### src/rtl/store_buffer_controller.sv
// In-order store buffer: queues aligned stores and drains them to data memory over req/ack.
// Optional macro STORE_MERGE_EN merges a same-word store into the tail-most entry.
module store_buffer_controller #(
  parameter int unsigned DEPTH = 4,
  parameter int unsigned AW    = 32
) (
  input  logic                   clk,
  input  logic                   reset,
  input  logic                   st_valid,
  input  logic [AW-1:0]          st_addr,
  input  logic [31:0]            st_data,
  input  logic [3:0]             st_mask,
  output logic                   st_ready,
  input  logic                   ld_valid,
  input  logic [AW-1:0]          ld_addr,
  output logic                   ld_conflict,
  input  logic                   fence_req,
  output logic                   fence_done,
  output logic                   mem_req,
  output logic [AW-1:0]          mem_addr,
  output logic [31:0]            mem_data,
  output logic [3:0]             mem_mask,
  input  logic                   mem_ack,
  output logic [$clog2(DEPTH):0] count
);

  localparam int unsigned PW = $clog2(DEPTH);
  localparam int unsigned CW = PW + 1;
  localparam int unsigned WW = AW - 2;

  typedef enum logic [0:0] {
    StIdle,
    StDrain
  } state_e;

  state_e        state_q, state_d;
  logic [WW-1:0] waddr_q [DEPTH];
  logic [WW-1:0] waddr_d [DEPTH];
  logic [31:0]   data_q  [DEPTH];
  logic [31:0]   data_d  [DEPTH];
  logic [3:0]    mask_q  [DEPTH];
  logic [3:0]    mask_d  [DEPTH];
  logic [PW-1:0] head_q, head_d;
  logic [PW-1:0] tail_q, tail_d;
  logic [CW-1:0] count_q, count_d;
  logic [PW-1:0] entry_off;
  logic [DEPTH-1:0] entry_valid;
  logic          full;
  logic          pop;
  logic          accept;
  logic          alloc;
`ifdef STORE_MERGE_EN
  logic [PW-1:0] tail_last;
  logic          merge_match;
  logic          merge;
`endif

  // Byte offsets never matter: everything is compared and stored per word.
  logic unused_addr_lsbs;
  assign unused_addr_lsbs = ^{st_addr[1:0], ld_addr[1:0]};

  assign full  = (count_q == CW'(DEPTH));
  assign count = count_q;

  // Head entry drives the memory port; zeros whenever nothing is pending.
  always_comb begin
    mem_req  = (state_q == StDrain);
    mem_addr = '0;
    mem_data = '0;
    mem_mask = '0;
    if (mem_req) begin
      mem_addr = {waddr_q[head_q], 2'b00};
      mem_data = data_q[head_q];
      mem_mask = mask_q[head_q];
    end
  end

  assign pop = mem_req && mem_ack;

`ifdef STORE_MERGE_EN
  assign tail_last = tail_q - PW'(1);
  // count>=2 keeps the in-flight head out of reach of a merge.
  assign merge_match = (count_q >= CW'(2)) && (waddr_q[tail_last] == st_addr[AW-1:2]);
  assign st_ready    = !full || merge_match;
  assign accept      = st_valid && st_ready;
  assign merge       = accept && merge_match;
  assign alloc       = accept && !merge_match;
`else
  assign st_ready = !full;
  assign accept   = st_valid && st_ready;
  assign alloc    = accept;
`endif

  always_comb begin
    waddr_d = waddr_q;
    data_d  = data_q;
    mask_d  = mask_q;
    head_d  = head_q;
    tail_d  = tail_q;
    count_d = count_q + CW'(alloc) - CW'(pop);
    if (pop) begin
      head_d = head_q + PW'(1);
    end
    if (alloc) begin
      waddr_d[tail_q] = st_addr[AW-1:2];
      data_d[tail_q]  = st_data;
      mask_d[tail_q]  = st_mask;
      tail_d          = tail_q + PW'(1);
    end
`ifdef STORE_MERGE_EN
    if (merge) begin
      for (int b = 0; b < 4; b++) begin
        if (st_mask[b]) begin
          data_d[tail_last][8*b +: 8] = st_data[8*b +: 8];
        end
      end
      mask_d[tail_last] = mask_q[tail_last] | st_mask;
    end
`endif
  end

  always_comb begin
    state_d = (count_d != '0) ? StDrain : StIdle;
  end

  // An entry is live when its distance from head is below the occupancy.
  always_comb begin
    entry_off   = '0;
    entry_valid = '0;
    for (int i = 0; i < DEPTH; i++) begin
      entry_off      = PW'(i) - head_q;
      entry_valid[i] = ({1'b0, entry_off} < count_q);
    end
  end

  always_comb begin
    ld_conflict = 1'b0;
    for (int i = 0; i < DEPTH; i++) begin
      if (ld_valid && entry_valid[i] && (waddr_q[i] == ld_addr[AW-1:2]) &&
          (mask_q[i] != 4'b0000)) begin
        ld_conflict = 1'b1;
      end
    end
  end

  assign fence_done = fence_req && (count_q == '0);

  always_ff @(posedge clk or posedge reset) begin
    if (reset) begin
      state_q <= StIdle;
      head_q  <= '0;
      tail_q  <= '0;
      count_q <= '0;
      for (int i = 0; i < DEPTH; i++) begin
        waddr_q[i] <= '0;
        data_q[i]  <= '0;
        mask_q[i]  <= '0;
      end
    end else begin
      state_q <= state_d;
      head_q  <= head_d;
      tail_q  <= tail_d;
      count_q <= count_d;
      waddr_q <= waddr_d;
      data_q  <= data_d;
      mask_q  <= mask_d;
    end
  end

endmodule

### config.mk
export PLATFORM = sky130hd
export DESIGN_NAME = store_buffer_controller
export DESIGN_NICKNAME = d
export VERILOG_FILES = /design/src/rtl/store_buffer_controller.sv
export SDC_FILE = /design/constraint.sdc
export NUM_CORES = 1
export LEC_CHECK = 0
export ABC_CLOCK_PERIOD_IN_PS = 27100
export BUFFER_PORTS_ARGS = -buffer_cell sky130_fd_sc_hd__buf_2
export CAP_MARGIN = 40
export CORE_ASPECT_RATIO = 1.25
export CORE_MARGIN = 10
export CORE_UTILIZATION = 60
export CTS_CLUSTER_DIAMETER = 80
export DETAILED_ROUTE_END_ITERATION = 16
export GPL_TIMING_DRIVEN = 0
export MAX_ROUTING_LAYER = met4
export PLACE_DENSITY_LB_ADDON = 0.2
export REMOVE_ABC_BUFFERS = 1
export SETUP_SLACK_MARGIN = 0.3
export SLEW_MARGIN = 20
export SYNTH_ARGS = -nofsm -noshare
export SYNTH_HDL_FRONTEND = slang
export SYNTH_SLANG_ARGS = --single-unit
### constraint.sdc
create_clock -name clk -period 27.1 [get_ports clk]
set_input_delay 8.13 -clock clk [delete_from_list [all_inputs] [get_ports clk]]
set_output_delay 8.13 -clock clk [all_outputs]
set_load 0.02 [all_outputs]
==> results of run 1 <==
[registers in the layout, indices dropped and copies added, names as in the netlist]
signal and flops:
count 3, data_q 128, head_q 2, mask_q 16, mem_req 1, tail_q 2
waddr_q 120
[per-layer routing]
layer  share of wire  GRT usage  wire length, µm
met1            0.43      0.287            14700
met4           0.023     0.0658              797
met5               0          -                0
met2            0.49      0.357            16800
met3           0.051     0.0438             1750
[path summary, 6_finish.rpt]
path | endpoint | slack, ns | cells after the start
max in group asynchronous | waddr_q[29] | 18.42 | 4
worst max register to register | mem_req | 24.37 | 11
worst min-delay path | data_q[33] | 0.50 | 1
worst max-delay path | ld_conflict | 8.97 | 7
worst min register to register | data_q[33] | 0.50 | 1
min in group asynchronous | data_q[74] | 7.58 | 2
[cell type report]
cell class,instances,area (µm²)
well taps,325,407
multi-input cells,606,7220
clock inverters,7,114
diodes,11,27.5
fillers,1667,7110
clock buffers,49,903
inverters,9,41.3
flip-flops and latches,272,6820
repair buffers,186,1170
[kinds of logic (layout without fill, tap and decap cells)]
kind of cell    count (synthesis)  in the layout
other cells                     1             13
flops                         272            272
simple gates                  127            127
buf+inv                        90            251
mux                           330            330
fa+ha+maj                      11             11
compound gates                 10             10
xor+xnor                      126            126
[stage by stage]
| stage | instances | power [mW] |
|---|---|---|
| final | 1465 | 2.37 |
| after global routing | 1465 | 2.50 |
| after CTS | 1454 | 2.40 |
| after detailed placement | 1398 | 1.97 |
| after global placement | 1386 | 1.96 |
| after floorplan | 887 | 1.64 |
[critical path: cells and delay by family]
family        cells  cell delay (ns)
buf+inv           2             0.34
xor+xnor          1             0.16
simple gates      4             1.39
[synth_stat cells, types with 4 or more instances]
cell type    n  area [µm²]
dfrtp_1    272        6810
mux2_4     160        2400
mux2_2     104        1170
xnor2_1     95         832
and2_1      68         425
mux4_2      66        1490
clkbuf_1    36         135
xor2_1      31         272
nand4_1     25         156
buf_6       22         248
buf_2       20         100
nor4_1      13        81.3
ha_1        10         125
inv_1        9        33.8
nand2_1      6        22.5
nor2_1       5        18.8
a21oi_1      4        20.0
nand2_2      4        25.0
[power by group through the flow]
stage | sequential (mW) | clock, mW | combinational (mW)
after global placement | 0.835 | 0 | 1.13
after floorplan | 0.770 | 0 | 0.873
final | 0.801 | 0.418 | 1.15
after detailed placement | 0.805 | 0 | 1.16
after CTS | 0.800 | 0.426 | 1.17
after global routing | 0.831 | 0.443 | 1.23
==> impl_results.md, run 1 <==
- Fin area: 16,700 µm²
- Simple-gate share of the synthesized area: 0.0537
- Syn Std Cell Area: 14,500 µm²
- Avg Inst Size Synth: 15.0 µm²
- Vias: 8,364
- CP Cell Sequence: buf_2, xor2_1, nor4_1, nand4_1, or4_1, nand4_1, buf_2
- Final setup vio count: 0
- Post-Synth XOR/XNOR Area: 0.0761
- Pint: 1.53 mW
- Global-route wire length before repair: 54.1 mm
- Worst Hold Class: reg -> reg
- Vias per std cell: 5.71
- Psw: 0.842 mW
- Final Hold Viols: 0
- Initial antenna violation count: 11
- Total Wirelength: 34.1 mm
- Outcome: finished, final reports clean
- Startpoint types: input pin
- Post-layout min period: 18.13 ns
- Start point of the critical path: ld_addr[31]
- Die area: 30,800 µm²
- Largest family of logic cells by synthesized area: multiplexers
- TritonCTS clock tree: yes
- Leakage: 7.65 nW
- Worst vdd ir: 0.0699 mV
- Port bufs: 174
- DIE WIDTH: 159 µm
- H-Tree Depth: 1
- Crit path DAT: 10.00 ns
- CTS Hold Bufs: 0
- Synth cell types: 30
- Compound-Gate Fraction of Synth Area: 0.00466
- Sw Ratio: 0.355
- CTS root buffer: clkbuf_16
- Clock power frac: 0.176
- Dpl cell area: 15,600 µm²
- Post-CTS Setup Repair Bufs: 0
- WS Path Type: in -> out
- Clk pin slew, worst setup/hold paths: 0.06 ns
- Die Y: 194 µm
- CORE AREA: 23,800 µm²
- Max frequency: 0.0551 GHz
- RePlAce Congestion: 0.848
- Worst-Margin Slew: 0.673 ns
- Most frequent cells in the layout: 269 x dfrtp_1, 174 x buf_2, 160 x mux2_4, 104 x mux2_2, 95 x xnor2_1
- Reg-to-reg critical path startpoint: count[0]
- I/O Pins: 181
- CP endpoint kind: primary output
- Crit path max fanout: 4
- Slew HR: 0.547
- Clk buf depth: 3
- MaxCap Viol Count: 0
- Vias in the first global route: 9,252
- Initial core utilization: 0.609
- Hold Crit Start: data_q[33]
- Ys Warns: 0
- Ys async rst share: 1.00
- Slowest cell on crit path: nor4_1
- Place WS: 9.01 ns
- Clk Latency, worst-skew pair: 0.55 ns
- PwrDens: 142 nW/µm²
- Setup TNS after final layout: 0 ns
- Layout cells sized above 1: 0.504
- Final ANT Viol Nets: 0
- Layout area overhead: 15.1%
- Adder-cell share of the synthesized area: 0.0100
- Slew Viols, Final: 0
- Routed wire length per instance: 23.3 µm
- Residual DRC: 0
- Mapped Cells: 967
- Ys flop type: dfrtp_1
- Reg power frac: 0.338
- Hold slack: 0.504 ns
- CTS buffer count: 30
- Clk_skew: 0.00616 ns
- GRT Util Overall: 0.224
- Post-synth EDFFs: 0
- Worst Path Required: 18.97 ns
- RSZ-0062 raised after global routing: no
- 1st-pass router iterations: 4
- Final setup margin: 8.97 ns
- Mux cell area share after synthesis: 0.349
- Post_cts resized: 0
- Gate power share: 0.486
- Final core area utilization: 0.701
- Grt ovf: 0
- Commonest non-fill, non-tap cell in the layout: dfrtp_1
- Sink count of the clock tree: 272
- Post-synthesis sequential area ratio: 0.469
- Pin count of the biggest net entering global routing: 91
- CP max stage delay: 0.62 ns
- Layout Nets: 1,222
- Final worst-path cycle share: 0.669
- Iter 0 DRT Violations: 407
- DPL Wire Length: 22.9 mm
- FP Rows: 63
- Synth Register Bits: 272
(Power assumes the default switching activity.)
==> run 2: changes to the inputs <==
--- a/config.mk
+++ b/config.mk
@@ -5,12 +5,12 @@
 export SDC_FILE = /design/constraint.sdc
 export NUM_CORES = 1
 export LEC_CHECK = 0
-export ABC_CLOCK_PERIOD_IN_PS = 27100
+export ABC_CLOCK_PERIOD_IN_PS = 14900
 export BUFFER_PORTS_ARGS = -buffer_cell sky130_fd_sc_hd__buf_2
 export CAP_MARGIN = 40
 export CORE_ASPECT_RATIO = 1.25
 export CORE_MARGIN = 10
-export CORE_UTILIZATION = 60
+export CORE_UTILIZATION = 53
 export CTS_CLUSTER_DIAMETER = 80
 export DETAILED_ROUTE_END_ITERATION = 16
 export GPL_TIMING_DRIVEN = 0
==> constraint.sdc (replaced) <==
create_clock -name clk -period 14.9 [get_ports clk]
set_input_delay 4.47 -clock clk [delete_from_list [all_inputs] [get_ports clk]]
set_output_delay 4.47 -clock clk [all_outputs]
set_load 0.02 [all_outputs]
==> run 2 against run 1 <==
Against the previous run: first-iteration DRC count grew 33%; combinational power up 83%; clock skew rose by 0.012 ns; register-to-register slack worse by 12 ns; power grew 80%; via count is 0.30% lower; global-route usage down 1.4 points; cell count is 1.1% higher; die area is 12% higher; critical path depth stayed put; wire length grew 2.6%.
==> impl_results.md, run 2 (synthesis gave the netlist of run 1 again) <==
- Vias in the first global route: 9,442 (+2.1%)
- TritonCTS clock tree: yes
- CORE AREA: 26,900 µm² (+13%)
- Pin count of the biggest net entering global routing: 76 (-16%)
- Crit path DAT: 6.37 ns (-3.63 ns)
- Residual DRC: 0 (unchanged)
- Final core area utilization: 0.619 (-0.0827)
- Vias: 8,339 (-0.30%)
- CP max stage delay: 0.62 ns (about the same)
- Max frequency: 0.0922 GHz
- DPL Wire Length: 23.4 mm (+2.3%)
- Initial core utilization: 0.539 (-0.0703)
- Max FFs per register: 128 (unchanged)
- Clk buf depth: 3 (unchanged)
- Initial antenna violation count: 9 (-2)
- Worst Path Required: 10.43 ns (-8.54 ns)
- Most frequent cells in the layout: 269 x dfrtp_1, 174 x buf_2, 160 x mux2_4, 104 x mux2_2, 95 x xnor2_1
- Slew HR: 0.541 (-0.00636)
- FP Rows: 67 (+6.3%)
- Clk pin slew, worst setup/hold paths: 0.06 ns (about the same)
- Reg-to-reg critical path startpoint: count[0]
- Setup TNS after final layout: 0 ns (unchanged)
- PwrDens: 256 nW/µm² (+80%)
- Post_cts resized: 0 (unchanged)
- Outcome: finished, final reports clean
- Clk_skew: 0.0184 ns (+0.0123 ns)
- Number of buffers and inverters on the critical path: 2 (unchanged)
- I/O Pins: 181 (unchanged)
- Fin area: 16,600 µm² (-0.28%)
- Final Hold Viols: 0 (unchanged)
- Crit path max fanout: 4 (unchanged)
- Post-Layout Cell Count: 1,481 (+1.1%)
- Grt ovf: 0 (unchanged)
- Slew Viols, Final: 0 (unchanged)
- Post-layout min period: 10.84 ns
- RSZ-0062 raised after global routing: no
- Die Y: 205 µm (+5.7%)
- Most flop-heavy register: data_q
- Dpl cell area: 15,700 µm² (+0.26%)
- 1st-pass router iterations: 4 (unchanged)
- DIE WIDTH: 168 µm (+5.6%)
- Sink count of the clock tree: 272 (unchanged)
- Leakage: 7.62 nW (-0.41%)
- Worst r2r dst: mem_req
- Final ANT Viol Nets: 0 (unchanged)
- Clk Latency, worst-skew pair: 0.55 ns (about the same)
- Post-CTS Setup Repair Bufs: 0 (unchanged)
- Final setup vio count: 0 (unchanged)
- Port bufs: 174 (unchanged)
- Final setup margin: 4.06 ns (-4.91 ns)
- Commonest non-fill, non-tap cell in the layout: dfrtp_1
- Hold EP: data_q[36]
- Vias per std cell: 5.63 (-1.4%)
- Die area: 34,400 µm² (+12%)
- WS Path Type: in -> out
- Place WS: 4.03 ns (-4.98 ns)
- MaxCap Viol Count: 0 (unchanged)
- H-Tree Depth: 1 (unchanged)
- Met2 usage: 0.345 (-0.0112)
- CTS root buffer: clkbuf_16
- Startpoint types: input pin
- Global-route wire length before repair: 56.2 mm (+3.9%)
- Final worst-path cycle share: 0.728
- Top Registers: data_q x128, waddr_q x120, mask_q x16
- GRT Util Overall: 0.210 (-0.0136)
- Worst-Margin Slew: 0.683 ns (+0.00945 ns)
- Total Wirelength: 35.0 mm (+2.6%)
- Layout Nets: 1,223 (+0.082%)
- Iter 0 DRT Violations: 540 (+33%)
- Worst Hold Class: reg -> reg
- Routed wire length per instance: 23.6 µm (+1.5%)
- Layout cells sized above 1: 0.504 (about the same)
- Hold depth: 1 (unchanged)
- Cells on worst reg2reg path: 10 (-1)
- CP Cell Sequence: buf_2, xor2_1, nor4_1, nand4_1, or4_1, nand4_1, buf_2
- Top delay family on crit path: simple AND/OR/NAND/NOR gates
- R2R Setup Slk: 12.21 ns (-12.16 ns)
- Met1 usage: 0.271 (-0.0160)
- Hold Crit Start: data_q[36]
- Slowest cell on crit path: nor4_1
- Worst vdd ir: 0.138 mV (+97%)
- RePlAce Congestion: 0.825 (-2.7%)
- CP endpoint kind: primary output
- CTS buffer count: 31 (+3.3%)
- Dpl cells: 1,418 (+1.4%)
- Layout area overhead: 14.8%
- M3 GR Usage: 0.0370 (-0.00675)
- CTS Hold Bufs: 0 (unchanged)
- GR peak layer: met2
-- run 2: cell type report --
class                           instances  area [µm²]
Fill cell                            2055       10300
Multi-Input combinational cell        606        7220
Sequential cell                       272        6820
Timing Repair Buffer                  186        1180
Clock buffer                           48         910
Tap cell                              345         432
Inverter                                9        41.3
Antenna cell                           11        27.5
Clock inverter                          4        20.0
-- run 2: routing by layer --
layer  routed length [µm]  up-vias
li1                     -     3731
met4                  374        0
met1                15100     4377
met5                    0        -
met2                17700      199
met3                 1900       32
-- run 2: where the power goes --
| group | switching (mW) | internal (mW) | total [mW] |
|---|---|---|---|
| Combinational | 0.914 | 1.20 | 2.11 |
| Sequential | 0.326 | 1.13 | 1.45 |
| Clock | 0.293 | 0.413 | 0.706 |
| Total | 1.53 | 2.74 | 4.27 |
-- run 2: how the worst max path moves through the flow --
stage	cells after the start	from	end
after CTS	7	ld_addr[31]	ld_conflict
after global routing	7	ld_addr[31]	ld_conflict
after detailed placement	7	ld_addr[31]	ld_conflict
final	7	ld_addr[31]	ld_conflict
after floorplan	1	reset	count[0]
after global placement	2	reset	waddr_q[45]
-- run 2: through the flow --
stage / total power, mW / hold slack (ns)
final: 4.27 / 0.503
after global routing: 4.53 / 0.518
after CTS: 4.32 / 0.504
after detailed placement: 3.59 / 0.488
after global placement: 3.58 / 0.485
after floorplan: 2.99 / 0.474
==> run 3: changes to the inputs <==
--- a/config.mk
+++ b/config.mk
@@ -5,7 +5,8 @@
 export SDC_FILE = /design/constraint.sdc
 export NUM_CORES = 1
 export LEC_CHECK = 0
-export ABC_CLOCK_PERIOD_IN_PS = 14900
+export ABC_AREA = 1
+export ABC_CLOCK_PERIOD_IN_PS = 8770
 export BUFFER_PORTS_ARGS = -buffer_cell sky130_fd_sc_hd__buf_2
 export CAP_MARGIN = 40
 export CORE_ASPECT_RATIO = 1.25
==> constraint.sdc (replaced) <==
create_clock -name clk -period 8.77 [get_ports clk]
set_input_delay 2.631 -clock clk [delete_from_list [all_inputs] [get_ports clk]]
set_output_delay 2.631 -clock clk [all_outputs]
set_load 0.02 [all_outputs]
==> run 3 against run 2 <==
Against the previous run: hold slack worse by 0.0072 ns; via count up 49%; first-iteration DRC count up 100%; worst setup slack worse by 2.1 ns; critical path type unchanged; highest routed layer unchanged; wire length up 23%; largest cell class is now registers; combinational power up 63%; final area down 0.12%; clock-buffer cell count down 3; register-to-register slack worse by 5.8 ns.
==> impl_results.md, run 3 <==
- Slew Viols, Final: 0 (unchanged)
- Initial core utilization: 0.539 (about the same)
- Startpoint types: input pin
- Routed wire length per instance: 19.6 µm (-17%)
- Total Wirelength: 43.1 mm (+23%)
- Vias in the first global route: 12,609 (+34%)
- RePlAce Congestion: 0.926 (+12%)
- PwrDens: 416 nW/µm² (+62%)
- Synth cell types: 30 (unchanged)
- Fin area: 16,600 µm² (-0.12%)
- Most frequent cells in the layout: 449 x nand2_1, 272 x dfrtp_1, 223 x inv_1, 204 x o21ai_0, 174 x buf_2
- Crit path DAT: 4.18 ns (-2.19 ns)
- Top Registers: data_q x128, waddr_q x120, mask_q x16
- Worst-Margin Slew: 0.731 ns (+0.0486 ns)
- Ys async rst share: 1.00 (unchanged)
- Die area: 33,500 µm² (-2.8%)
- CORE AREA: 26,100 µm² (-3.0%)
- DIE WIDTH: 166 µm (-1.4%)
- TritonCTS clock tree: yes
- Slew HR: 0.511 (-0.0293)
- Hold slack: 0.496 ns (-0.00719 ns)
- CTS root buffer: clkbuf_16
- Grt ovf: 0 (unchanged)
- Outcome: finished, final reports clean
- Ys Warns: 0 (unchanged)
- Vias: 12,415 (+49%)
- I/O Pins: 181 (unchanged)
- CTS buffer count: 28 (-9.7%)
- Post-synth top cells: 451 x nand2_1, 272 x dfrtp_1, 225 x inv_1
- Initial antenna violation count: 11 (+2)
- MaxCap Viol Count: 0 (unchanged)
- Final Power: 6.91 mW (+62%)
- Post-synth EDFFs: 0 (unchanged)
- Mapped Cells: 1,680 (+74%)
- Final setup margin: 1.96 ns (-2.10 ns)
- Commonest non-fill, non-tap cell in the layout: nand2_1
- Final ANT Viol Nets: 0 (unchanged)
- Max frequency: 0.147 GHz
- Clk pin slew, worst setup/hold paths: 0.06 ns (about the same)
- Layout Nets: 1,945 (+59%)
- WS Path Type: in -> out
- Clk Latency, worst-skew pair: 0.56 ns (about the same)
- Avg Inst Size Synth: 8.37 µm² (-44%)
- 1st-pass router iterations: 8 (+4)
- Post-layout min period: 6.81 ns
- DPL Wire Length: 30.3 mm (+29%)
- Iter 0 DRT Violations: 1,084 (+100%)
- Sink count of the clock tree: 272 (unchanged)
- Worst Hold Class: reg -> reg
- Clk buf depth: 3 (unchanged)
- Post_cts resized: 0 (unchanged)
- Layout cells sized above 1: 0.186 (-0.318)
- CTS Hold Bufs: 0 (unchanged)
- Vias per std cell: 5.65 (+0.27%)
- Port bufs: 174 (unchanged)
- Post-Layout Cell Count: 2,199 (+48%)
- Layout area overhead: 18.3%
- Final worst-path cycle share: 0.776
- Syn Std Cell Area: 14,100 µm² (-3.1%)
- Final setup vio count: 0 (unchanged)
- Worst vdd ir: 0.258 mV (+88%)
- FP Rows: 66 (-1.5%)
- Dpl cells: 2,138 (+51%)
- Dpl cell area: 15,700 µm² (-0.20%)
- Yosys top cell area share: 0.484 (+0.0150)
- Max FFs per register: 128 (unchanged)
- Die Y: 202 µm (-1.4%)
- RSZ-0062 raised after global routing: no
- Most flop-heavy register: data_q
- Post-CTS Setup Repair Bufs: 0 (unchanged)
- CP endpoint kind: primary output
- Synth Register Bits: 272 (unchanged)
- GRT Util Overall: 0.255 (+0.0447)
- Post-synthesis sequential area ratio: 0.484 (+0.0150)
- Crit path max fanout: 5 (+1)
- Final Hold Viols: 0 (unchanged)
- Count leader, synth: nand2_1
- Final core area utilization: 0.637 (+0.0185)
- Worst Path Required: 6.14 ns (-4.29 ns)
- Clk_skew: 0.0201 ns (+0.00166 ns)
- H-Tree Depth: 1 (unchanged)
- Post-synth top area cell: dfrtp_1
- Leakage: 8.09 nW (+6.2%)
- Global-route wire length before repair: 68.1 mm (+21%)
- Place WS: 2.02 ns (-2.01 ns)
- Setup TNS after final layout: 0 ns (unchanged)
- Pin count of the biggest net entering global routing: 82 (+7.9%)
- Ys flop type: dfrtp_1
- Residual DRC: 0 (unchanged)
- Synth area leaders: dfrtp_1 48%, nand2_1 12%, o21ai_0 7.3%, inv_1 6.0%, a221oi_1 4.1%
-- run 3: changes by cell type in the layout (fill, tap and decap cells not counted), moves of 84 or more --
cell and change:
nor2_1 +142, nand2_1 +443, o21ai_0 +203, xnor2_1 -84, mux2_4 -124, inv_1 +215
-- run 3: final timing paths --
| path | slack, ns | cells after the start | startpoint | end |
|---|---|---|---|---|
| min in group asynchronous | 2.06 | 2 | reset | data_q[93] |
| max | 1.96 | 9 | ld_addr[10] | ld_conflict |
| min reg2reg | 0.50 | 1 | data_q[65] | data_q[65] |
| max in group asynchronous | 5.23 | 5 | reset | waddr_q[117] |
| max reg2reg | 6.44 | 7 | count[0] | waddr_q[74] |
| min | 0.50 | 1 | data_q[65] | data_q[65] |
-- run 3: layer usage --
metal | up-vias | track usage | wire [µm]
met3 | 93 | 0.0439 | 2840
met5 | - | - | 0
met2 | 486 | 0.422 | 21200
met1 | 6054 | 0.301 | 17400
li1 | 5782 | - | -
met4 | 0 | 0.111 | 1700
-- run 3: cells by family (layout without fill, tap and decap cells) --
group	Yosys count	count (layout)	share of synthesized area
simple gates	632	632	0.174
xor+xnor	16	16	0.00997
fa+ha+maj	11	11	0.0103
mux	86	86	0.0785
buf+inv	310	477	0.0936
flops	272	272	0.484
other cells	1	13	0.000267
compound gates	352	352	0.149
-- run 3: report_power, final --
group | internal, mW | leakage [nW] | switching [mW]
registers | 1.88 | 3.30 | 0.363
logic | 1.33 | 4.33 | 2.11
clock network | 0.729 | 0.464 | 0.502
total | 3.94 | 8.09 | 2.97
-- run 3: final cells by class --
| class | instances | area [µm²] |
|---|---|---|
| fillers | 2268 | 9470 |
| flip-flops and latches | 272 | 6810 |
| multi-input cells | 1099 | 5980 |
| repair buffers | 202 | 1590 |
| clock buffers | 45 | 866 |
| inverters | 225 | 855 |
| well taps | 340 | 425 |
| clock inverters | 5 | 75.1 |
| diodes | 11 | 27.5 |
-- run 3: critical path: stages --
cell      delay, ns
buf_2          0.13
xnor2_1        0.54
nand2_1        0.10
nor2_1         0.15
o211ai_1       0.14
nor2_1         0.13
nor2_1         0.05
nand2_1        0.11
buf_2          0.19
